--- src/rtl/tlc_sensor_cond.sv ---
// Detector conditioning for the traffic-light controller: 2-flop sync, debounce, request hold until grant.
// Optional stuck-sensor detection is enabled with `define TLC_STUCK_DET_EN.
module tlc_sensor_cond #(
  parameter int DEB_CYCLES   = 4,
  parameter int STUCK_CYCLES = 255
) (
  input  logic CLOCK,
  input  logic RESET,
  input  logic FS_RAW,
  input  logic HS_RAW,
  input  logic FLEFT,
  input  logic HLEFT,
  output logic FS,
  output logic HS,
  output logic FS_STUCK,
  output logic HS_STUCK
);

  localparam int CNT_W = $clog2(DEB_CYCLES);
  localparam logic [CNT_W-1:0] CNT_MAX = CNT_W'(DEB_CYCLES - 1);

  typedef enum logic [1:0] {IDLE, PEND, SERVE} state_t;

  if (DEB_CYCLES < 2 || DEB_CYCLES > 15) begin : g_bad_deb
    $error("DEB_CYCLES out of range 2..15");
  end
  if (STUCK_CYCLES < 16 || STUCK_CYCLES > 65535) begin : g_bad_stuck
    $error("STUCK_CYCLES out of range 16..65535");
  end

  logic [1:0] raw, grant, req, stuck;

  assign raw   = {HS_RAW, FS_RAW};
  assign grant = {HLEFT, FLEFT};
  assign FS       = req[0];
  assign HS       = req[1];
  assign FS_STUCK = stuck[0];
  assign HS_STUCK = stuck[1];

  for (genvar c = 0; c < 2; c++) begin : g_ch
    logic             sync1_q, sync2_q;
    logic             deb_q, deb_d;
    logic [CNT_W-1:0] cnt_q, cnt_d;
    state_t           state_q, state_d;
    logic             req_q;
    logic             stuck_d;

    // A disagreement must persist DEB_CYCLES samples before deb follows it.
    always_comb begin
      deb_d = deb_q;
      cnt_d = '0;
      if (sync2_q != deb_q) begin
        if (cnt_q == CNT_MAX) begin
          deb_d = sync2_q;
        end else begin
          cnt_d = cnt_q + 1'b1;
        end
      end
    end

`ifdef TLC_STUCK_DET_EN
    localparam int SC_W = $clog2(STUCK_CYCLES + 1);
    localparam logic [SC_W-1:0] SC_MAX = SC_W'(STUCK_CYCLES);

    logic [SC_W-1:0] scnt_q, scnt_d;
    logic            stuck_q;

    always_comb begin
      scnt_d = '0;
      if (deb_q) begin
        scnt_d = (scnt_q == SC_MAX) ? scnt_q : scnt_q + 1'b1;
      end
    end

    assign stuck_d = (scnt_d == SC_MAX);

    always_ff @(posedge CLOCK or posedge RESET) begin
      if (RESET) begin
        scnt_q  <= '0;
        stuck_q <= 1'b0;
      end else begin
        scnt_q  <= scnt_d;
        stuck_q <= stuck_d;
      end
    end

    assign stuck[c] = stuck_q;
`else
    assign stuck_d  = 1'b0;
    assign stuck[c] = 1'b0;
`endif

    // A pending request is kept even if the vehicle leaves; it is served once.
    always_comb begin
      state_d = state_q;
      case (state_q)
        IDLE:    if (deb_q) state_d = PEND;
        PEND:    if (grant[c]) state_d = SERVE;
        SERVE:   if (!grant[c]) state_d = deb_q ? PEND : IDLE;
        default: state_d = IDLE;
      endcase
      if (stuck_d) state_d = IDLE;
    end

    always_ff @(posedge CLOCK or posedge RESET) begin
      if (RESET) begin
        sync1_q <= 1'b0;
        sync2_q <= 1'b0;
        deb_q   <= 1'b0;
        cnt_q   <= '0;
        state_q <= IDLE;
        req_q   <= 1'b0;
      end else begin
        sync1_q <= raw[c];
        sync2_q <= sync1_q;
        deb_q   <= deb_d;
        cnt_q   <= cnt_d;
        state_q <= state_d;
        req_q   <= (state_d == PEND);
      end
    end

    assign req[c] = req_q;
  end

endmodule
--- config.mk ---
export PLATFORM = sky130hd
export DESIGN_NAME = tlc_sensor_cond
export DESIGN_NICKNAME = d
export VERILOG_FILES = /design/src/rtl/tlc_sensor_cond.sv
export SDC_FILE = /design/constraint.sdc
export NUM_CORES = 1
export LEC_CHECK = 0
export BUFFER_PORTS_ARGS = -buffer_cell sky130_fd_sc_hd__buf_2
export CAP_MARGIN = 30
export CORE_UTILIZATION = 46
export CTS_CLUSTER_DIAMETER = 60
export DETAILED_ROUTE_END_ITERATION = 16
export GPL_ROUTABILITY_DRIVEN = 1
export PLACE_DENSITY = 0.7
export SETUP_SLACK_MARGIN = 0.1
export SLEW_MARGIN = 20
export SYNTH_ARGS = -nofsm -noshare
export SYNTH_HDL_FRONTEND = slang
export SYNTH_SLANG_ARGS = --single-unit
export TNS_END_PERCENT = 50
--- constraint.sdc ---
create_clock -name CLOCK -period 1 [get_ports CLOCK]
set_clock_uncertainty 0.1 [all_clocks]
set_input_delay 0.05 -clock CLOCK [delete_from_list [all_inputs] [get_ports CLOCK]]
set_output_delay 0.05 -clock CLOCK [all_outputs]
set_load 0.02 [all_outputs]
After elaboration in Yosys (flattened, before gate mapping)
Index checks and enable logic that the tools add are counted. Widths: inputs -> output; s select.

Bits in registers: 16. Latch bits: 0. Memory bits (writable): 0. Bits in read-only memories: 0. Output and inout port bits: 4. Memories: 0.

Add/subtract/negate cells: 2. $mul: 0. Div/mod/pow operators: 0. Order comparisons: 0. Eq/ne operators: 10. Shift operators: 0. Multiplexer cells: 14. Bitwise logic cells: 0. Reductions and logical operators: 4.

Operator list (number): $mux 2 (10); $pmux 2 s3 (2); $eq 2x1->1 const B (4); $eq 2x2->1 const B (4); $add 2x1->2 const B (2); $logic_not 2->1 (2); $reduce_and 2->1 (2); $mux 1 (2); $ne 1x1->1 (2).

Depth between registers and ports, before layout
Gate-level depths: netlist (run 1).

Depth in word-level cells: 4. Mapped depth: 2.

Worst setup path before layout (run 1)
Ideal clock, no wire load.

Kind: register to register. Start: register g_ch[0].cnt_q[0]. End: register g_ch[0].deb_q. Setup time: 0.125 ns. Arrival time: 0.846 ns. Setup slack: -0.070 ns. Stages on the path, launching flop included: 3. Path buffers: 0. Period minus slack after synthesis: 1.070 ns. Cells stage by stage: dfrtp_1 ha_1 mux2_2.

Longest elaborated chain between the ends: 2.

Ends and longest elaborated chain: from (decl) (line 43) `logic [CNT_W-1:0] cnt_q, cnt_d;`; from (signal assigned) (line 117) `cnt_q <= cnt_d;`; $eq 2x2->1 (line 53) `if (cnt_q == CNT_MAX) begin`; $reduce_and 2->1 (no line); to (signal assigned) (line 109) `deb_q <= 1'b0;`; to (signal assigned) (line 116) `deb_q <= deb_d;`; to (decl) (line 42) `logic deb_q, deb_d;`.

No other way between the ends. A chain may end at the register's enable or synchronous reset.

Final worst setup path (run 1)
Start: register g_ch[1].cnt_q[0]. End: register g_ch[1].deb_q.

Longest elaborated chain between the ends: 2.

Ends and longest elaborated chain (line): from (decl) (43); from (signal assigned) (117); $eq 2x2->1 (53); $reduce_and 2->1 (no line); to (signal assigned) (109); to (signal assigned) (116); to (decl) (42).

No other way between the ends.

==> flow_metrics.env, run 1 <==
export IMPL_ys_seq_area_share_pct=64.0
export IMPL_core_area_sq_mm=0.00119
export IMPL_fmax_mhz=914
export IMPL_dieArea_sq_mm=0.00151
export IMPL_die_y_um=38.9
export IMPL_peakVddDrop_mv=1.61
export IMPL_cp_max_fo=2
export IMPL_rr_worst_depth=2
export IMPL_initial_core_util_pct=52.7
export IMPL_fin_ws_ns=-0.0935
export IMPL_numCtsBuffers=3
export IMPL_hold_viol_final=0
export IMPL_synthDistinctLibCells=14
export IMPL_p_leak_nw=0.419
export IMPL_drtIter0Drc=1
export IMPL_clock_sinks=16
export IMPL_ys_ff_latch=16
export IMPL_num_vias=386
export IMPL_syn2layout_area_growth_pct=45.2
export IMPL_dr_pass1_iters=3
export IMPL_synth_warnings=0
export IMPL_ant_nets=0
export IMPL_finalInstanceArea_sq_um=908
export IMPL_end_kind="register"
export IMPL_root_buffer="clkbuf_4"
export IMPL_dp_hpwl_um=743
export IMPL_syn_area_sq_um=626
export IMPL_required_ns=1.08
export IMPL_place_congestion=0.620
export IMPL_finalNetCount=73
export IMPL_hold_path_depth=3
export IMPL_antenna_found_initial=0
export IMPL_maxSlewViolCount=0
export IMPL_fin_crit_ns=1.09
export IMPL_power_per_cell_area_mw_per_mm2=2890
export IMPL_max_clock_path_buffers=2
export IMPL_io_pins=10
export IMPL_cts_tree="yes"
export IMPL_portBuffers=7
export IMPL_grt_pass1_wl_um=1730
export IMPL_grt_pass1_vias=419
export IMPL_clkTransAtPathRegs_ns=0.09
export IMPL_grt_max_degree=17
export IMPL_status="finished with violations"
export IMPL_die_w_um=38.9
export IMPL_total_power_w=0.00262
export IMPL_rows=12
export IMPL_fillers=69
export IMPL_period_share_pct=109
export IMPL_insertedDiodeCount=0
export IMPL_path_class="reg -> reg"
export IMPL_rsz0062_at_grt="true"
export IMPL_drc=0
export IMPL_min_path_type="in -> reg"
export IMPL_synth_avg_cell_area_sq_um=14.2
export IMPL_failed_checks="setup timing"
export IMPL_htreeDepth=1
export IMPL_worst_ep_arrival_time_ns=1.17
export IMPL_max_cap_violations=0
export IMPL_setup_viol=4
export IMPL_placedInstanceArea_sq_um=717
export IMPL_route_detailed_wl_per_inst_um=13.9
export IMPL_grt_overflow=0
export IMPL_crit_path_start_kind="register"
export IMPL_routed_wl_um=1080
export IMPL_drive_gt1_share_pct=43.8
export IMPL_insertion_delay_ns=0.28
export IMPL_vias_per_cell=4.95
export IMPL_synth_cells=44
export IMPL_grt_use_total_pct=18.6
[state kept, by name, indices dropped and copies added (netlist names)]
name          count
FS                1
HS                1
g_ch.cnt_q        4
g_ch.deb_q        2
g_ch.state_q      4
g_ch.sync1_q      2
g_ch.sync2_q      2
[logic make-up (layout without fill, tap and decap cells)]
| group | after synthesis | in the layout | share of synthesized area, % |
|---|---|---|---|
| DFF | 16 | 16 | 64.0 |
| muxes | 2 | 2 | 3.60 |
| buffers and inverters | 5 | 24 | 4.20 |
| other | 1 | 2 | 0.599 |
| adders and majority gates | 2 | 2 | 4.00 |
| and+or+nand+nor | 10 | 10 | 12.4 |
| AOI/OAI and AO/OA | 4 | 4 | 5.60 |
| xor gates and xnor gates | 4 | 4 | 5.60 |
[final timing paths]
| path | from | endpoint | slack [ns] |
|---|---|---|---|
| worst max register to register | g_ch[1].cnt_q[0] | g_ch[1].deb_q | -0.09 |
| max in group asynchronous | RESET | g_ch[0].deb_q | 0.40 |
| worst max-delay path | g_ch[1].cnt_q[0] | g_ch[1].deb_q | -0.09 |
| min in group asynchronous | RESET | g_ch[1].sync1_q | 0.21 |
| worst min-delay path | HLEFT | HS | 0.02 |
| worst min register to register | g_ch[1].sync1_q | g_ch[1].sync2_q | 0.26 |
[worst max-delay path, cell delays in order, from the launching register on]
cell and delay [ns]:
dfrtp_1 0.42, ha_4 0.18, mux2_4 0.29
[layer usage]
metal  global-route usage [%]  routed length, um  vias to the layer above  part of all wire (%)
met5                        0                  0                        -                     0
met4                     12.9                 12                        0                   1.1
met3                     5.20                 41                        2                   3.8
met2                     32.5                565                       11                    52
met1                     18.6                463                      192                    43
li1                         -                  -                      181                     -
[placed cells by master, fill, tap and decap left out, types with 3 or more instances in the layout]
| cell | n |
|---|---|
| a31o_1 | 4 |
| buf_2 | 5 |
| buf_4 | 3 |
| buf_6 | 4 |
| clkbuf_4 | 3 |
| dfrtp_1 | 15 |
| dlygate4sd3_1 | 5 |
| inv_1 | 3 |
[synth_stat cells (all sizes together)]
| library cell | instances | area [sq um] |
|---|---|---|
| mux2 | 2 | 22.5 |
| nand2 | 2 | 7.51 |
| nor3 | 2 | 20.0 |
| xnor2 | 2 | 17.5 |
| nor2b | 2 | 12.5 |
| inv | 3 | 11.3 |
| ha | 2 | 25.0 |
| dfrtp | 16 | 400 |
| conb | 1 | 3.75 |
| xor2 | 2 | 17.5 |
| and2 | 2 | 12.5 |
| buf | 2 | 15.0 |
| a31o | 4 | 35.0 |
| nor3b | 2 | 25.0 |
[what timing repair did]
action,in CTS,in global routing
gates resized for setup,11,6
hold buffers,5,0
setup buffers,0,1
pin swaps,7,5
endpoints found under the hold margin,20,0
setup endpoints to repair,14,14
[metrics by stage]
step / TNS (ns) / instances / util (%) / hold slack [ns] / worst slack (ns)
after global routing: -0.374 / 78 / 76.6 / 0.0275 / -0.112
after detailed placement: -0.256 / 69 / 60.4 / -0.0210 / -0.0692
after CTS: -0.293 / 78 / 73.1 / 0.00708 / -0.0823
after global placement: -0.103 / 69 / 60.4 / -0.0531 / -0.0560
after floorplan: -0.124 / 45 / - / -0.136 / -0.0621
final: -0.270 / 78 / 76.6 / 0.0199 / -0.0935
[power breakdown]
group	internal, W	leakage [nW]	switching [W]	total (W)
sequential	0.000886	0.196	0.000271	0.00116
combinational	0.000658	0.201	0.000386	0.00104
clock	0.000222	0.0210	0.000199	0.000421
total	0.00177	0.419	0.000857	0.00262
[final cells by class]
type	instances	area, sq um	share of cell area (%)
clock buffer	4	36.3	3.99
multi-input combinational	24	299	32.9
tap	14	17.5	1.93
timing repair buffer	17	143	15.7
inverter	3	11.3	1.24
sequential	16	402	44.2
No activity file was read; power rests on OpenSTA's default activity.
==> run 2: changes to the inputs <==
--- a/config.mk
+++ b/config.mk
@@ -7,11 +7,11 @@
 export LEC_CHECK = 0
 export BUFFER_PORTS_ARGS = -buffer_cell sky130_fd_sc_hd__buf_2
 export CAP_MARGIN = 30
-export CORE_UTILIZATION = 46
+export CORE_UTILIZATION = 45
 export CTS_CLUSTER_DIAMETER = 60
 export DETAILED_ROUTE_END_ITERATION = 16
 export GPL_ROUTABILITY_DRIVEN = 1
-export PLACE_DENSITY = 0.7
+export PLACE_DENSITY = 0.68
 export SETUP_SLACK_MARGIN = 0.1
 export SLEW_MARGIN = 20
 export SYNTH_ARGS = -nofsm -noshare
==> run 2 against run 1 <==
The run still ends with setup timing left. Largest cell class unchanged. Cell count up 1.3%. Utilization down 7.6 points. Largest power group unchanged. Routed wire length down 1.2%.
==> flow_metrics.env, run 2 (same netlist as run 1, synthesis figures left out) <==
export IMPL_die_w_um=39.3
export IMPL_clkPwrFrac_pct=16.4
export IMPL_wl_met3_um=26
export IMPL_total_power_w=0.00256
export IMPL_portBuffers=7
export IMPL_fin_ws_ns=-0.0861
export IMPL_period_share_pct=109
export IMPL_setup_viol=4
export IMPL_initial_core_util_pct=48.1
export IMPL_max_clock_path_buffers=2
export IMPL_ant_nets=0
export IMPL_finalNonFillerCells=79
export IMPL_io_pins=10
export IMPL_min_path_type="in -> reg"
export IMPL_dieArea_sq_mm=0.00154
export IMPL_m1WireLength_um=465
export IMPL_swShare_pct=31.7
export IMPL_cp_max_fo=2
export IMPL_max_cap_violations=0
export IMPL_hold_ws_ns=0.0255
export IMPL_fin_crit_ns=1.09
export IMPL_numCtsBuffers=3
export IMPL_drtIter0Drc=0
export IMPL_drive_gt1_share_pct=46.9
export IMPL_die_y_um=39.3
export IMPL_fmax_mhz=921
export IMPL_insertion_delay_ns=0.28
export IMPL_finalNetCount=73
export IMPL_crit_path_start_kind="register"
export IMPL_status="finished with violations"
export IMPL_end_kind="register"
export IMPL_antenna_found_initial=0
export IMPL_p_comb_share_pct=39.1
export IMPL_cts_tree="yes"
export IMPL_syn2layout_area_growth_pct=43.4
export IMPL_reg_top3="g_ch.cnt_q x4, g_ch.state_q x4"
export IMPL_p_seq_share_pct=44.4
export IMPL_layout_cells_most_common_list="dfrtp_1, dlygate4sd3_1, buf_2"
export IMPL_final_common_cell="dfrtp_1"
export IMPL_dr_wl_met2_um=549
export IMPL_grt_max_degree=17
export IMPL_drc=0
export IMPL_clock_sinks=16
export IMPL_rsz0062_at_grt="true"
export IMPL_insertedDiodeCount=0
export IMPL_worst_ep_arrival_time_ns=1.16
export IMPL_root_buffer="clkbuf_4"
export IMPL_htreeDepth=1
export IMPL_core_area_sq_mm=0.00130
export IMPL_multi_input_area_sq_um=289
export IMPL_hold_viol_final=0
export IMPL_grt_pass1_vias=395
export IMPL_dp_slack_ns=-0.0625
export IMPL_grt_pass1_wl_um=1660
export IMPL_p_int_w=0.00175
export IMPL_peakVddDrop_mv=1.96
export IMPL_path_class="reg -> reg"
export IMPL_clkTransAtPathRegs_ns=0.09
export IMPL_grt_use_total_pct=17.5
export IMPL_routed_wl_um=1070
export IMPL_dp_hpwl_um=606
export IMPL_p_sw_w=0.000811
export IMPL_regArea_sq_um=403
export IMPL_maxUsedRoutingLayer="met4"
export IMPL_grt_overflow=0
export IMPL_numPlacedInstances=70
export IMPL_place_congestion=0.636
export IMPL_fillers=92
export IMPL_cts_setup_buffers=0
export IMPL_vias_per_cell=4.68
export IMPL_route_detailed_wl_per_inst_um=13.5
export IMPL_num_vias=370
export IMPL_dr_pass1_iters=1
export IMPL_failed_checks="setup timing"
export IMPL_power_per_cell_area_mw_per_mm2=2850
export IMPL_p_leak_nw=0.419
export IMPL_rows=13
export IMPL_required_ns=1.07
export IMPL_maxSlewViolCount=0
==> run 2: cell counts in the layout (fill, tap and decap cells not counted) <==
No cell type changed its count.
==> run 2: area by class of cell <==
class                           count  area share [%]
Inverter                            3            1.26
Tap cell                           15            2.09
Timing Repair Buffer               17            15.5
Clock buffer                        4            4.04
Sequential cell                    16            44.9
Multi-Input combinational cell     24            32.2
==> run 2: worst max-delay path, cell delays in order (launching register included) <==
cell     delay (ns)
dfrtp_1        0.42
ha_4           0.18
mux2_4         0.29
==> run 2: repair_timing <==
item,in CTS,in global routing
hold buffers,5,0
resized for setup,7,10
setup endpoints to repair,14,14
pin swaps,6,7
endpoints found under the hold margin,20,0
==> run 2: path summary, 6_finish.rpt <==
kind | start | endpoint | slack, ns | cells past startpoint
worst max-delay path | g_ch[0].cnt_q[0] | g_ch[0].deb_q | -0.09 | 2
worst min-delay path | FLEFT | FS | 0.03 | 3
worst max register to register | g_ch[0].cnt_q[0] | g_ch[0].deb_q | -0.09 | 2
worst min register to register | g_ch[1].sync1_q | g_ch[1].sync2_q | 0.26 | 0
max in group asynchronous | RESET | g_ch[0].deb_q | 0.38 | 4
min in group asynchronous | RESET | HS | 0.23 | 4
==> run 2: power groups by stage <==
stage                     clock [W]  sequential (W)  combinational (W)
final                      0.000420         0.00114            0.00100
after global routing       0.000462         0.00117            0.00108
after CTS                  0.000431         0.00109           0.000815
after detailed placement          0         0.00107           0.000708
after global placement            0         0.00106           0.000700
after floorplan                   0         0.00109           0.000470
==> run 2: per-stage QoR <==
step	setup TNS, ns	instance area (sq um)	util, %
after CTS	-0.209	841	64.6
after global routing	-0.326	897	68.9
final	-0.222	897	68.9
after detailed placement	-0.164	718	55.2
after floorplan	-0.124	642	-
after global placement	-0.143	718	55.2
==> run 2: layer usage <==
metal	vias up	global-route usage (%)
li1	179	-
met1	178	20.2
met2	9	28.7
met3	4	5.11
met4	0	10.3
met5	-	0
==> run 3: changes to the inputs <==
--- a/config.mk
+++ b/config.mk
@@ -17,4 +17,3 @@
 export SYNTH_ARGS = -nofsm -noshare
 export SYNTH_HDL_FRONTEND = slang
 export SYNTH_SLANG_ARGS = --single-unit
-export TNS_END_PERCENT = 50
==> run 3 against run 2 <==
The run still ends with setup timing left. Worst hold slack worse by 0.00051 ns. Register-to-register slack hardly changed. Utilization did not move. Total power hardly changed. Critical path depth unchanged. Worst setup slack about the same. Cell count unchanged. Cell area is the same. First-iteration DRC count unchanged. Combinational power is essentially flat. Sequential power barely moved. Sequential share of layout area did not move.
==> flow_metrics.env, run 3 (same netlist as run 1, synthesis figures left out) <==
export IMPL_status="finished with violations"
export IMPL_failed_checks="setup timing"
export IMPL_path_buf_inv=0
export IMPL_grt_pass1_vias=395
export IMPL_io_pins=10
export IMPL_min_path_type="in -> reg"
export IMPL_fillers=92
export IMPL_finalNetCount=73
export IMPL_reg_top3="g_ch.cnt_q x4, g_ch.state_q x4"
export IMPL_hold_viol_final=0
export IMPL_cts_setup_buffers=0
export IMPL_grt_pass1_wl_um=1660
export IMPL_path_class="reg -> reg"
export IMPL_period_share_pct=109
export IMPL_fin_ws_ns=-0.0861
export IMPL_portBuffers=7
export IMPL_finalNonFillerCells=79
export IMPL_fin_crit_ns=1.09
export IMPL_hold_path_startpoint="FLEFT"
export IMPL_num_vias=372
export IMPL_cp_cell_sequence="ha_4 -> mux2_4"
export IMPL_setup_tns_ns=-0.222
export IMPL_grt_max_degree=17
export IMPL_clkTransAtPathRegs_ns=0.09
export IMPL_cts_tree="yes"
export IMPL_dp_hpwl_um=606
export IMPL_end_kind="register"
export IMPL_rows=13
export IMPL_worstReg2RegStart="g_ch[0].cnt_q[0]"
export IMPL_setup_viol=4
export IMPL_power_per_cell_area_mw_per_mm2=2850
export IMPL_use_met1_pct=20.2
export IMPL_worst_ep_arrival_time_ns=1.16
export IMPL_insertedDiodeCount=0
export IMPL_max_clock_path_buffers=2
export IMPL_critPathLaunch="g_ch[0].cnt_q[0]"
export IMPL_drc=0
export IMPL_numPlacedInstances=70
export IMPL_die_w_um=39.3
export IMPL_ant_nets=0
export IMPL_place_congestion=0.636
export IMPL_htreeDepth=1
export IMPL_crit_path_max_incr_delay_ns=0.42
export IMPL_dr_pass1_iters=1
export IMPL_fmax_mhz=921
export IMPL_numCtsBuffers=3
export IMPL_grt_busiest_layer="met2"
export IMPL_required_ns=1.07
export IMPL_rsz0062_at_grt="true"
export IMPL_drive_gt1_share_pct=46.9
export IMPL_die_y_um=39.3
export IMPL_root_buffer="clkbuf_4"
export IMPL_insertion_delay_ns=0.28
export IMPL_route_detailed_wl_per_inst_um=13.6
export IMPL_clock_sinks=16
export IMPL_vias_per_cell=4.71
export IMPL_use_met2_pct=28.7
export IMPL_cp_max_fo=2
export IMPL_grt_overflow=0
export IMPL_layout_cells_most_common_list="dfrtp_1, dlygate4sd3_1, buf_2"
export IMPL_dieArea_sq_mm=0.00154
export IMPL_core_area_sq_mm=0.00130
export IMPL_p_leak_nw=0.419
export IMPL_crit_path_start_kind="register"
export IMPL_max_cap_violations=0
export IMPL_antenna_found_initial=0
export IMPL_peakVddDrop_mv=1.96
export IMPL_grtUsageMet3_pct=5.11
export IMPL_drtIter0Drc=0
export IMPL_cp_top_family="flip-flops"
export IMPL_initial_core_util_pct=48.1
export IMPL_slowest_stage="dfrtp_1"
export IMPL_final_common_cell="dfrtp_1"
export IMPL_routed_wl_um=1070
export IMPL_syn2layout_area_growth_pct=43.4
export IMPL_maxSlewViolCount=0
export IMPL_grt_use_total_pct=17.5
run 3: cell counts in the layout (fill, tap and decap cells not counted):
Identical to the previous run, type by type.
run 3: timing repair:
item                                    4_1_cts  5_1_grt
pin swaps                                     6        4
endpoints found under the setup margin       14       14
hold buffers                                  5        0
resized for setup                             7       10
endpoints found under the hold margin        20        0
run 3: power by group:
part | switching (W) | internal (W)
logic | 0.000362 | 0.000638
clock network | 0.000199 | 0.000221
registers | 0.000251 | 0.000886
total | 0.000811 | 0.00175
run 3: final cells by class:
cell class              count  area [sq um]  share of cell area (%)
flip-flops and latches     16           403                    44.9
multi-input cells          24           289                    32.2
well taps                  15          18.8                    2.09
clock buffers               4          36.3                    4.04
repair buffers             17           139                    15.5
inverters                   3          11.3                    1.26
run 3: worst paths after layout:
path	slack, ns	endpoint	cells after the start
setup / recovery	-0.09	g_ch[0].deb_q	2
hold / removal	0.02	FS	3
setup reg to reg	-0.09	g_ch[0].deb_q	2
hold reg to reg	0.26	g_ch[1].sync2_q	0
max in group asynchronous	0.38	g_ch[0].deb_q	4
min in group asynchronous	0.23	g_ch[1].sync2_q	4
run 3: per-stage QoR:
step / hold WS, ns / utilization (%) / setup slack [ns] / total power [W] / area (sq um)
after global placement: -0.0399 / 55.2 / -0.0691 / 0.00176 / 718
after global routing: 0.0324 / 68.9 / -0.109 / 0.00271 / 897
after floorplan: -0.136 / - / -0.0621 / 0.00156 / 642
after detailed placement: -0.0366 / 55.2 / -0.0625 / 0.00177 / 718
after CTS: 0.0188 / 64.6 / -0.0809 / 0.00234 / 841
final: 0.0249 / 68.9 / -0.0861 / 0.00256 / 897
run 3: layer usage:
metal / wire [um] / up-vias
met5: 0 / -
met4: 29 / 0
met3: 26 / 4
met2: 553 / 9
met1: 463 / 180
li1: - / 179
run 3: worst register-to-register path, stage by stage (launching register included):
cell and delay (ns):
dfrtp_1 0.42, ha_4 0.18, mux2_4 0.29
